===== config.mk =====
export PLATFORM = sky130hd
export DESIGN_NAME = cv32e40p_ex_alu_voter
export DESIGN_NICKNAME = d
export VERILOG_FILES = /design/src/rtl/cv32e40p_ex_alu_voter.sv
export SDC_FILE = /design/constraint.sdc
export NUM_CORES = 1
export LEC_CHECK = 0
export CAP_MARGIN = 0
export CORE_ASPECT_RATIO = 1.5
export CORE_MARGIN = 2
export CORE_UTILIZATION = 53
export CTS_BUF_LIST = sky130_fd_sc_hd__clkbuf_4
export DETAILED_ROUTE_END_ITERATION = 16
export GPL_TIMING_DRIVEN = 0
export PLACE_DENSITY = 0.95
export SETUP_SLACK_MARGIN = 0.15
export SKIP_LAST_GASP = 1
export SYNTH_ARGS = -nofsm -noshare
export SYNTH_HDL_FRONTEND = slang
export SYNTH_SLANG_ARGS = --single-unit

===== constraint.sdc =====
create_clock -name clk -period 6.2 [get_ports clk]
set_input_delay 0.62 -clock clk [delete_from_list [all_inputs] [get_ports clk]]
set_output_delay 0.62 -clock clk [all_outputs]
set_load 0.02 [all_outputs]

===== src/rtl/cv32e40p_ex_alu_voter.sv =====
// EX-stage majority voter and replica manager for the replicated ALU.
// Votes up to three active replicas, tracks a saturating error counter
// per replica, retires replicas that reach the threshold and drives the
// active-set encoding and clock enables back to the ID/EX register.
module cv32e40p_ex_alu_voter #(
   parameter int unsigned DATA_W       = 32,
   parameter int unsigned CNT_W        = 4,
   parameter int unsigned ERR_THRESH   = 8,
   parameter int unsigned DECAY_PERIOD = 16
) (
   input  logic                  clk,
   input  logic                  rst_n,
   input  logic                  vote_en_i,
   input  logic [3:0][DATA_W-1:0] res_i,
   input  logic [3:0]            cmp_i,
   input  logic                  clear_i,
   output logic [DATA_W-1:0]     result_o,
   output logic                  cmp_o,
   output logic                  vote_err_o,
   output logic [2:0]            sel_mux_ex_o,
   output logic [3:0]            clock_enable_alu_o,
   output logic [3:0]            faulty_o,
   output logic [3:0][CNT_W-1:0] err_cnt_o
);

   localparam int unsigned      DEC_W      = $clog2(DECAY_PERIOD + 1);
   localparam logic [CNT_W-1:0] CNT_MAX    = '1;
   localparam logic [CNT_W-1:0] THRESH     = CNT_W'(ERR_THRESH);
   localparam logic [DEC_W-1:0] DECAY_LAST = DEC_W'(DECAY_PERIOD - 1);

   typedef enum logic [1:0] {
      MODE_TMR,
      MODE_DMR,
      MODE_SIMPLEX,
      MODE_FAIL
   } mode_e;

   // A vote unit is the result word together with its comparison flag.
   typedef logic [DATA_W:0] unit_t;

   // Lowest-indexed up-to-three healthy replicas; with all four healthy
   // replica 3 is the spare.
   function automatic logic [3:0] active_of(input logic [3:0] healthy);
      return (&healthy) ? 4'b0111 : healthy;
   endfunction

   // Active-set encoding forwarded to the ID/EX register.
   function automatic logic [2:0] sel_of(input logic [3:0] healthy);
      unique case (healthy)
         4'b1111, 4'b0111:                   return 3'b000;
         4'b1011:                            return 3'b001;
         4'b1101:                            return 3'b010;
         4'b1110:                            return 3'b011;
         4'b0011, 4'b0101, 4'b0110,
         4'b1001, 4'b1010, 4'b1100:          return 3'b100;
         4'b0001, 4'b0010, 4'b0100, 4'b1000: return 3'b101;
         default:                            return 3'b111;
      endcase
   endfunction

   // Registered state
   logic [3:0]            faulty_q, faulty_d;
   logic [3:0][CNT_W-1:0] cnt_q, cnt_d;
   logic [DEC_W-1:0]      decay_q, decay_d;
   logic [2:0]            sel_q, sel_d;
   logic [3:0]            ce_q, ce_d;

   // Vote datapath
   mode_e           mode;
   unit_t [3:0]     unit;
   unit_t [2:0]     u;
   logic  [2:0][1:0] idx;
   unit_t           voted;
   logic            err;
   logic            unanimous;
   logic [3:0]      inc;

   // Decode the operating mode from the registered active-set encoding.
   always_comb begin
      // NOTE: every always_comb output gets a default first so no path
      // leaves it unassigned, which would otherwise infer a latch.
      mode = MODE_FAIL;
      if (!sel_q[2]) begin
         mode = MODE_TMR;
      end else begin
         unique case (sel_q[1:0])
            2'b00:   mode = MODE_DMR;
            2'b01:   mode = MODE_SIMPLEX;
            default: mode = MODE_FAIL;
         endcase
      end
   end

   // Gather the active replicas' vote units in index order.
   always_comb begin
      int slot;
      // NOTE: combinational blocks use blocking '=' so later statements
      // see the value just computed (slot advances within one pass).
      slot = 0;
      unit = '0;
      u    = '0;
      idx  = '0;
      for (int r = 0; r < 4; r++) begin
         unit[r] = {res_i[r], cmp_i[r]};
         if (ce_q[r] && slot < 3) begin
            u[slot]   = unit[r];
            idx[slot] = 2'(r);
            slot      = slot + 1;
         end
      end
   end

   // Majority vote over the active set and minority detection.
   always_comb begin
      voted     = u[0];
      err       = 1'b0;
      unanimous = 1'b0;
      inc       = '0;
      unique case (mode)
         MODE_TMR: begin
            if (u[0] == u[1]) begin
               if (u[2] == u[0]) unanimous = 1'b1;
               else              inc[idx[2]] = 1'b1;
            end else if (u[0] == u[2]) begin
               inc[idx[1]] = 1'b1;
            end else if (u[1] == u[2]) begin
               voted       = u[1];
               inc[idx[0]] = 1'b1;
            end else begin
               err = 1'b1;
            end
         end
         MODE_DMR: begin
            if (u[0] == u[1]) begin
               unanimous = 1'b1;
            end else begin
               err         = 1'b1;
               inc[idx[0]] = 1'b1;
               inc[idx[1]] = 1'b1;
            end
         end
         MODE_SIMPLEX: begin
            unanimous = 1'b1;
         end
         default: begin
            voted = '0;
            err   = 1'b1;
         end
      endcase
   end

   assign result_o   = voted[DATA_W:1];
   assign cmp_o      = voted[0];
   assign vote_err_o = err & vote_en_i;

   // Next-state for fault mask, error counters and decay counter.
   always_comb begin
      faulty_d = faulty_q;
      cnt_d    = cnt_q;
      decay_d  = decay_q;
      if (clear_i) begin
         faulty_d = '0;
         cnt_d    = '0;
         decay_d  = '0;
      end else if (vote_en_i) begin
         if (unanimous) begin
            if (decay_q == DECAY_LAST) begin
               decay_d = '0;
               for (int r = 0; r < 4; r++) begin
                  if (!faulty_q[r] && cnt_q[r] != '0) cnt_d[r] = cnt_q[r] - 1'b1;
               end
            end else begin
               decay_d = decay_q + 1'b1;
            end
         end else begin
            decay_d = '0;
            for (int r = 0; r < 4; r++) begin
               if (inc[r]) begin
                  if (cnt_q[r] != CNT_MAX) cnt_d[r] = cnt_q[r] + 1'b1;
                  if (cnt_d[r] >= THRESH)  faulty_d[r] = 1'b1;
               end
            end
         end
      end
      sel_d = sel_of(~faulty_d);
      ce_d  = active_of(~faulty_d);
   end

   // State register; the active-set outputs are registered alongside the mask.
   always_ff @(posedge clk or negedge rst_n) begin
      if (!rst_n) begin
         faulty_q <= '0;
         cnt_q    <= '0;
         decay_q  <= '0;
         sel_q    <= 3'b000;
         ce_q     <= 4'b0111;
      end else begin
         // NOTE: sequential state uses non-blocking '<=' so every flop
         // samples pre-edge values regardless of statement order.
         faulty_q <= faulty_d;
         cnt_q    <= cnt_d;
         decay_q  <= decay_d;
         sel_q    <= sel_d;
         ce_q     <= ce_d;
      end
   end

   assign faulty_o           = faulty_q;
   assign err_cnt_o          = cnt_q;
   assign sel_mux_ex_o       = sel_q;
   assign clock_enable_alu_o = ce_q;

endmodule


**Yosys cells after proc, flatten, opt, wreduce, memory -nomap -nowiden**

Memory sizes are Yosys's and may differ from the RTL's. A register that Yosys moved wholly into a read port is not among the register bits.
Index checks and enable logic that the tools add are counted.
W data, S select, Z words.

- Output and inout bits: 61
- Logic and storage cells: 197
- Memories kept: 1
- Register bits after elaboration: 29
- Bits in read-only memories: 48

Memories:

| name | words | width | read ports | clocked after Yosys merged registers in | write ports | RTL line | source |
|---|---|---|---|---|---|---|---|
| (no name shown) | 16 | 3 | 1 | 1 | 0 | 49 | `unique case (healthy)` |

- Bitwise gates (word level): 7
- $add $sub $neg: 11
- Reductions and logical operators: 35
- Mux-type cells: 100
- Equality and inequality tests: 17
- Order comparisons: 19

Operators with widths:

| kind | count |
|---|---|
| $bwmux W99 | 3 |
| $mux W99 | 3 |
| $mux W33 | 7 |
| $demux W33 S2 | 3 |
| $mux W4 | 37 |
| $eq A33 B33 Y1 | 4 |
| $ge A32 B1 Y1 const B | 3 |
| $lt A32 B3 Y1 const B | 3 |
| $lt A32 B4 Y1 const B | 3 |
| $pmux W33 S2 | 1 |
| $add A32 B2 Y32 const B | 2 |
| $mux W16 | 4 |
| $mux W32 | 2 |
| $mux W5 | 5 |
| $reduce_and A4 Y1 | 5 |
| $mux W1 | 19 |
| $add A4 B1 Y4 const B | 4 |
| $ge A4 B4 Y1 const B | 4 |
| $ne A4 B4 Y1 const B | 4 |
| $reduce_bool A4 Y1 | 4 |
| $sub A4 B1 Y4 const B | 4 |
| $ne A3 B2 Y1 const B | 5 |
| $logic_and A1 B1 Y1 | 13 |
| $demux W2 S2 | 3 |
| 24 further kinds | 44 |

**Logic depth before layout (Yosys ltp)**

- Word-level depth: 34
- Mapped depth: 23

**Worst setup path after synthesis**

Ideal clock, no wire load.

- Path kind: register to output
- Start point: reg ce_q[0] (netlist: clock_enable_alu_o[0])
- End point: out result_o[14]
- Buffers on the path: 6
- Cell stages (with the launch flop): 20
- Data arrival time: 4.747 ns
- Slack: 0.833 ns
- Cells stage by stage: dfstp_2 clkbuf_1 clkbuf_1 inv_1 ha_1 nand2b_1 buf_2 a21oi_1 clkbuf_1 o31ai_1 xnor2_1 nor4_1 nand4_1 nor3_2 and2_1 buf_2 buf_2 mux2i_1 a21oi_1 nor2_1

- Cells in the longest elaborated chain, start to end: 18
- Elaborated cells between the ends (all ways): 40
- Those cells by class: add/sub: 2; order compare: 9; eq/ne: 3; mux: 20; reduce/logical: 6

RTL lines:

| element | RTL line | source |
|---|---|---|
| start, declared | 66 | `logic [3:0] ce_q, ce_d;` |
| start signal, assigned | 196 | `ce_q <= 4'b0111;` |
| start signal, assigned | 204 | `ce_q <= ce_d;` |
| $mux W1 | 105 | `if (ce_q[r] && slot < 3) begin` |
| $lt A32 B3 Y1 | 105 |  |
| $logic_and A1 B1 Y1 | 105 |  |
| $mux W32 | 105 |  |
| $lt A32 B3 Y1 | 105 |  |
| $logic_and A1 B1 Y1 | 105 |  |
| $mux W32 | 105 |  |
| $ge A32 B1 Y1 (implied by the code) / $lt A32 B4 Y1 (equally long branches) | 106 | `u[slot] = unit[r];` |
| [2 not listed] | - |  |
| $demux W33 S2 | 106 |  |
| $bwmux W99 | 106 |  |
| $mux W99 (*) | 105 |  |
| $eq A33 B33 Y1 | 126 | `end else if (u[1] == u[2]) begin` |
| $mux W33 | 126 |  |
| $mux W33 | 124 | `end else if (u[0] == u[2]) begin` |
| $mux W33 | 121 | `if (u[0] == u[1]) begin` |
| $pmux W33 S2 (*) | 119 | `unique case (mode)` |
| end, declared | 17 | `output logic [DATA_W-1:0] result_o,` |

Every way passes the cells marked *; elsewhere a longest branch is shown, timed or not.

**Worst setup path in the final report**

- Start point: reg ce_q[0] (netlist: clock_enable_alu_o[0])
- End point: out result_o[8]

Same word-level chain as after synthesis.

==> reports/results.ini <==
[status]
status = finished, violations left
violations = setup timing

[clocking]
root_buffer = clkbuf_4
h-tree-depth = 2
numCtsBuffers = 5
clkTransAtPathRegs_ns = 0.12
clockBufferDepth = 2
clock_sinks = 32
cts_tree = done
clkLatencyLatePin_ns = 0.38
hold_buffers = 0

[grt]
overflow = 0
use_met3 = 0.137
grt_max_degree = 33
grt_usage = 0.505
grt_pass1_wl_mm = 62.4
top_usage_layer = met2
antenna_found_initial = 2
grt_util_met1 = 0.542
grtUsageMet2 = 0.820
grt_pass1_vias = 10500

[timing]
max_freq_mhz = 160
final-setup-viol-count = 1
hold_viol = 0
min_period_ns = 6.24
worst_slew_pin_slew_ns = 1.20
slew-limit-headroom = 0.190
setup_slack_ns = -0.0393
skew_ns = 0.0188
fin_crit_sh = 1.01
slew_violations = 0
grt_setup_unrepaired = true

[worst_setup_path]
critPathRequiredTime_ns = 5.58
arrival_ns = 5.62
crit_type = reg2out
ff2ff_setup_slack_ns = 0.15
crit_family = simple AND/OR/NAND/NOR gates
path_max_fanout = 10
worstSetupEndpointType = output port
crit_chain = buf_4, clkbuf_8, inv_1, fa_2, nand2_4, clkbuf_4, buf_4, o2111ai_1, o31ai_2, xnor2_1, nor4_2, nand4_1, nor3_4, and2_1, buf_6, buf_8, mux2i_1, a21oi_1, nor2_1, buf_4
cp-start-kind = register
critPathBufInv = 8
cp_slowest_cell = fa_2
cp_common_cell = buf_4
max_stage_delay_ns = 0.60

[cells_and_area]
final_util = 0.787
nFillCells = 1018
final_area_um2 = 11700
syn2layout_area_growth_pct = 47.0
fin_cells = 1548
mostFrequentLayoutCell = clkdlybuf4s50_1
fin_nets = 1503
mostFrequentLayoutCells = clkdlybuf4s50_1, nor2_1, xnor2_1
drive_above_1_share = 0.225

[synth]
ys_ff_latch = 32
synth_flop_cell = dfrtp_1
syn_inst = 1118
syn_avg_cell_area_um2 = 7.15
yosysUniqueCellTypes = 64
synthArstFlopShare = 1.00
synth_edf_count = 0
syn_area_um2 = 7990
synthesis.nets = 1275
yosysSeqAreaShare = 0.101
ys_warn_count = 0

[placed_design]
portBuffers = 196
dp_cells = 1513
dp_hpwl_mm = 31.3
pre_cts_slack_ns = -1.37
routabilityCongestion = 1.08
dpl_cell_area_um2 = 10200

[route]
vias = 11300
drtIter0Drc = 1546
drc = 0
wl_per_cell_um = 28.6
viasPerCell = 7.29
dr.pass1.iters = 6
ant_nets = 0
drt-total-wl_mm = 44.2

[hold_path]
min_path_type = in2async

[die]
die_width_um = 104
start_util = 0.535
die_h_um = 154
ios = 197
core-area_um2 = 14900
rows = 55
die-area_um2 = 16100

[power]
fin_total_pwr_mw = 0.923
pwr_density_cell_nw_per_um2 = 78.6
vdd_ir_drop_max_mv = 0.181
p_leak_nw = 4.40

[flow_run]
cap_viol_max_count = 0

## Yosys cell counts, types with 3 or more instances
master,count,area (um^2)
a21oi_1,52,260
o31ai_1,42,315
o2111ai_1,33,289
xnor2_1,69,604
mux2i_1,72,721
nand2_1,62,233
dfstp_2,3,78.8
nand4_1,24,150
nor2_1,99,372
o21a_1,8,60.1
clkbuf_1,82,308
buf_2,18,90.1
a21o_1,3,22.5
inv_1,61,229
mux2_2,37,417
o22ai_1,3,18.8
a2111oi_0,33,289
o41a_1,3,33.8
nor4_1,14,87.6
a41oi_1,4,35.0
or3_1,38,238
a211o_1,3,26.3
nor3_1,15,75.1
buf_4,7,52.6
nand3b_1,35,263
ha_1,20,250
o21ai_0,17,85.1
o211ai_1,35,263
xor2_1,34,298
and2_1,4,25.0
and3_1,39,244
buf_1,3,11.3
a31oi_1,39,244
dfrtp_1,29,726
nand3_1,19,95.1
nor2b_1,8,50.1
nand2b_1,16,100
## through the flow
stage                     TNS, ns  hold WS (ns)
after floorplan                 0         0.324
final                     -0.0393         0.292
after detailed placement   -53.90         0.539
after CTS                       0         0.314
after global placement     -50.75         0.503
after global routing        -2.29         0.364
## final timing paths
path / startpoint / to / cells past startpoint
min reg2reg: decay_q[3] / decay_q[3] / 2
max: clock_enable_alu_o[0] / result_o[8] / 20
max in group asynchronous: rst_n / err_cnt_o[4] / 1
max reg2reg: clock_enable_alu_o[0] / sel_mux_ex_o[0] / 22
min: rst_n / err_cnt_o[6] / 1
min in group clk: decay_q[3] / decay_q[3] / 2
## worst reg2reg max path: stages (launching register included)
cell and delay, ns:
dfstp_2 0.59, buf_4 0.18, clkbuf_8 0.19, inv_1 0.13, ha_1 0.26, nand2_1 0.42, clkbuf_2 0.33, clkbuf_2 0.31
o211ai_1 0.26, a31oi_4 0.31, xor2_1 0.19, nand4_1 0.22, nor4_4 0.39, nand3_2 0.14, buf_4 0.21, mux2i_1 0.12
o31ai_1 0.42, a31oi_1 0.25, nor2_1 0.35, ha_1 0.28, nand2b_1 0.08, a21o_1 0.19, o211ai_1 0.15
## flip-flops by register name, summed over array words and instances (netlist names)
name / cells
err_cnt_o: 16
decay_q: 5
clock_enable_alu_o: 4
faulty_o: 4
sel_mux_ex_o: 3
## per-layer routing
layer	share of wire	routed length, um
met1	0.32	14300
met2	0.44	19300
met3	0.12	5280
met4	0.12	5380
met5	0	0
## cell type report
type                       instances  area [um^2]  area share
multi-input combinational        914         7590       0.646
clock inverter                     2         35.0     0.00298
inverter                          62          233      0.0198
antenna                            2         5.00    0.000426
clock buffer                       6         45.0     0.00383
buffer                           110          657      0.0559
sequential                        32          805      0.0685
timing repair buffer             221         2130       0.182
tap                              199          249      0.0212
## report_power, final
part	internal [mW]	switching, mW
logic	0.245	0.278
clock network	0.0888	0.0831
registers	0.216	0.0122
total	0.549	0.374
## kinds of logic (layout without fill, tap and decap cells)
logic type                 Yosys count  in the layout  share of synthesized area
xor gates and xnor gates           103            103                      0.113
other                                0              2                          0
adders and majority gates           21             21                     0.0338
buffers and inverters              172            401                     0.0869
AOI/OAI and AO/OA                  296            296                      0.268
DFF                                 32             32                      0.101
muxes                              109            109                      0.142
and+or+nand+nor                    385            385                      0.255
## repair_timing
item	CTS	global route
gates cloned	0	1
pin swaps	9	19
resized for setup	232	179
endpoints found under the setup margin	66	52
buffers inserted	3	21
No activity file was read; power rests on OpenSTA's default activity.
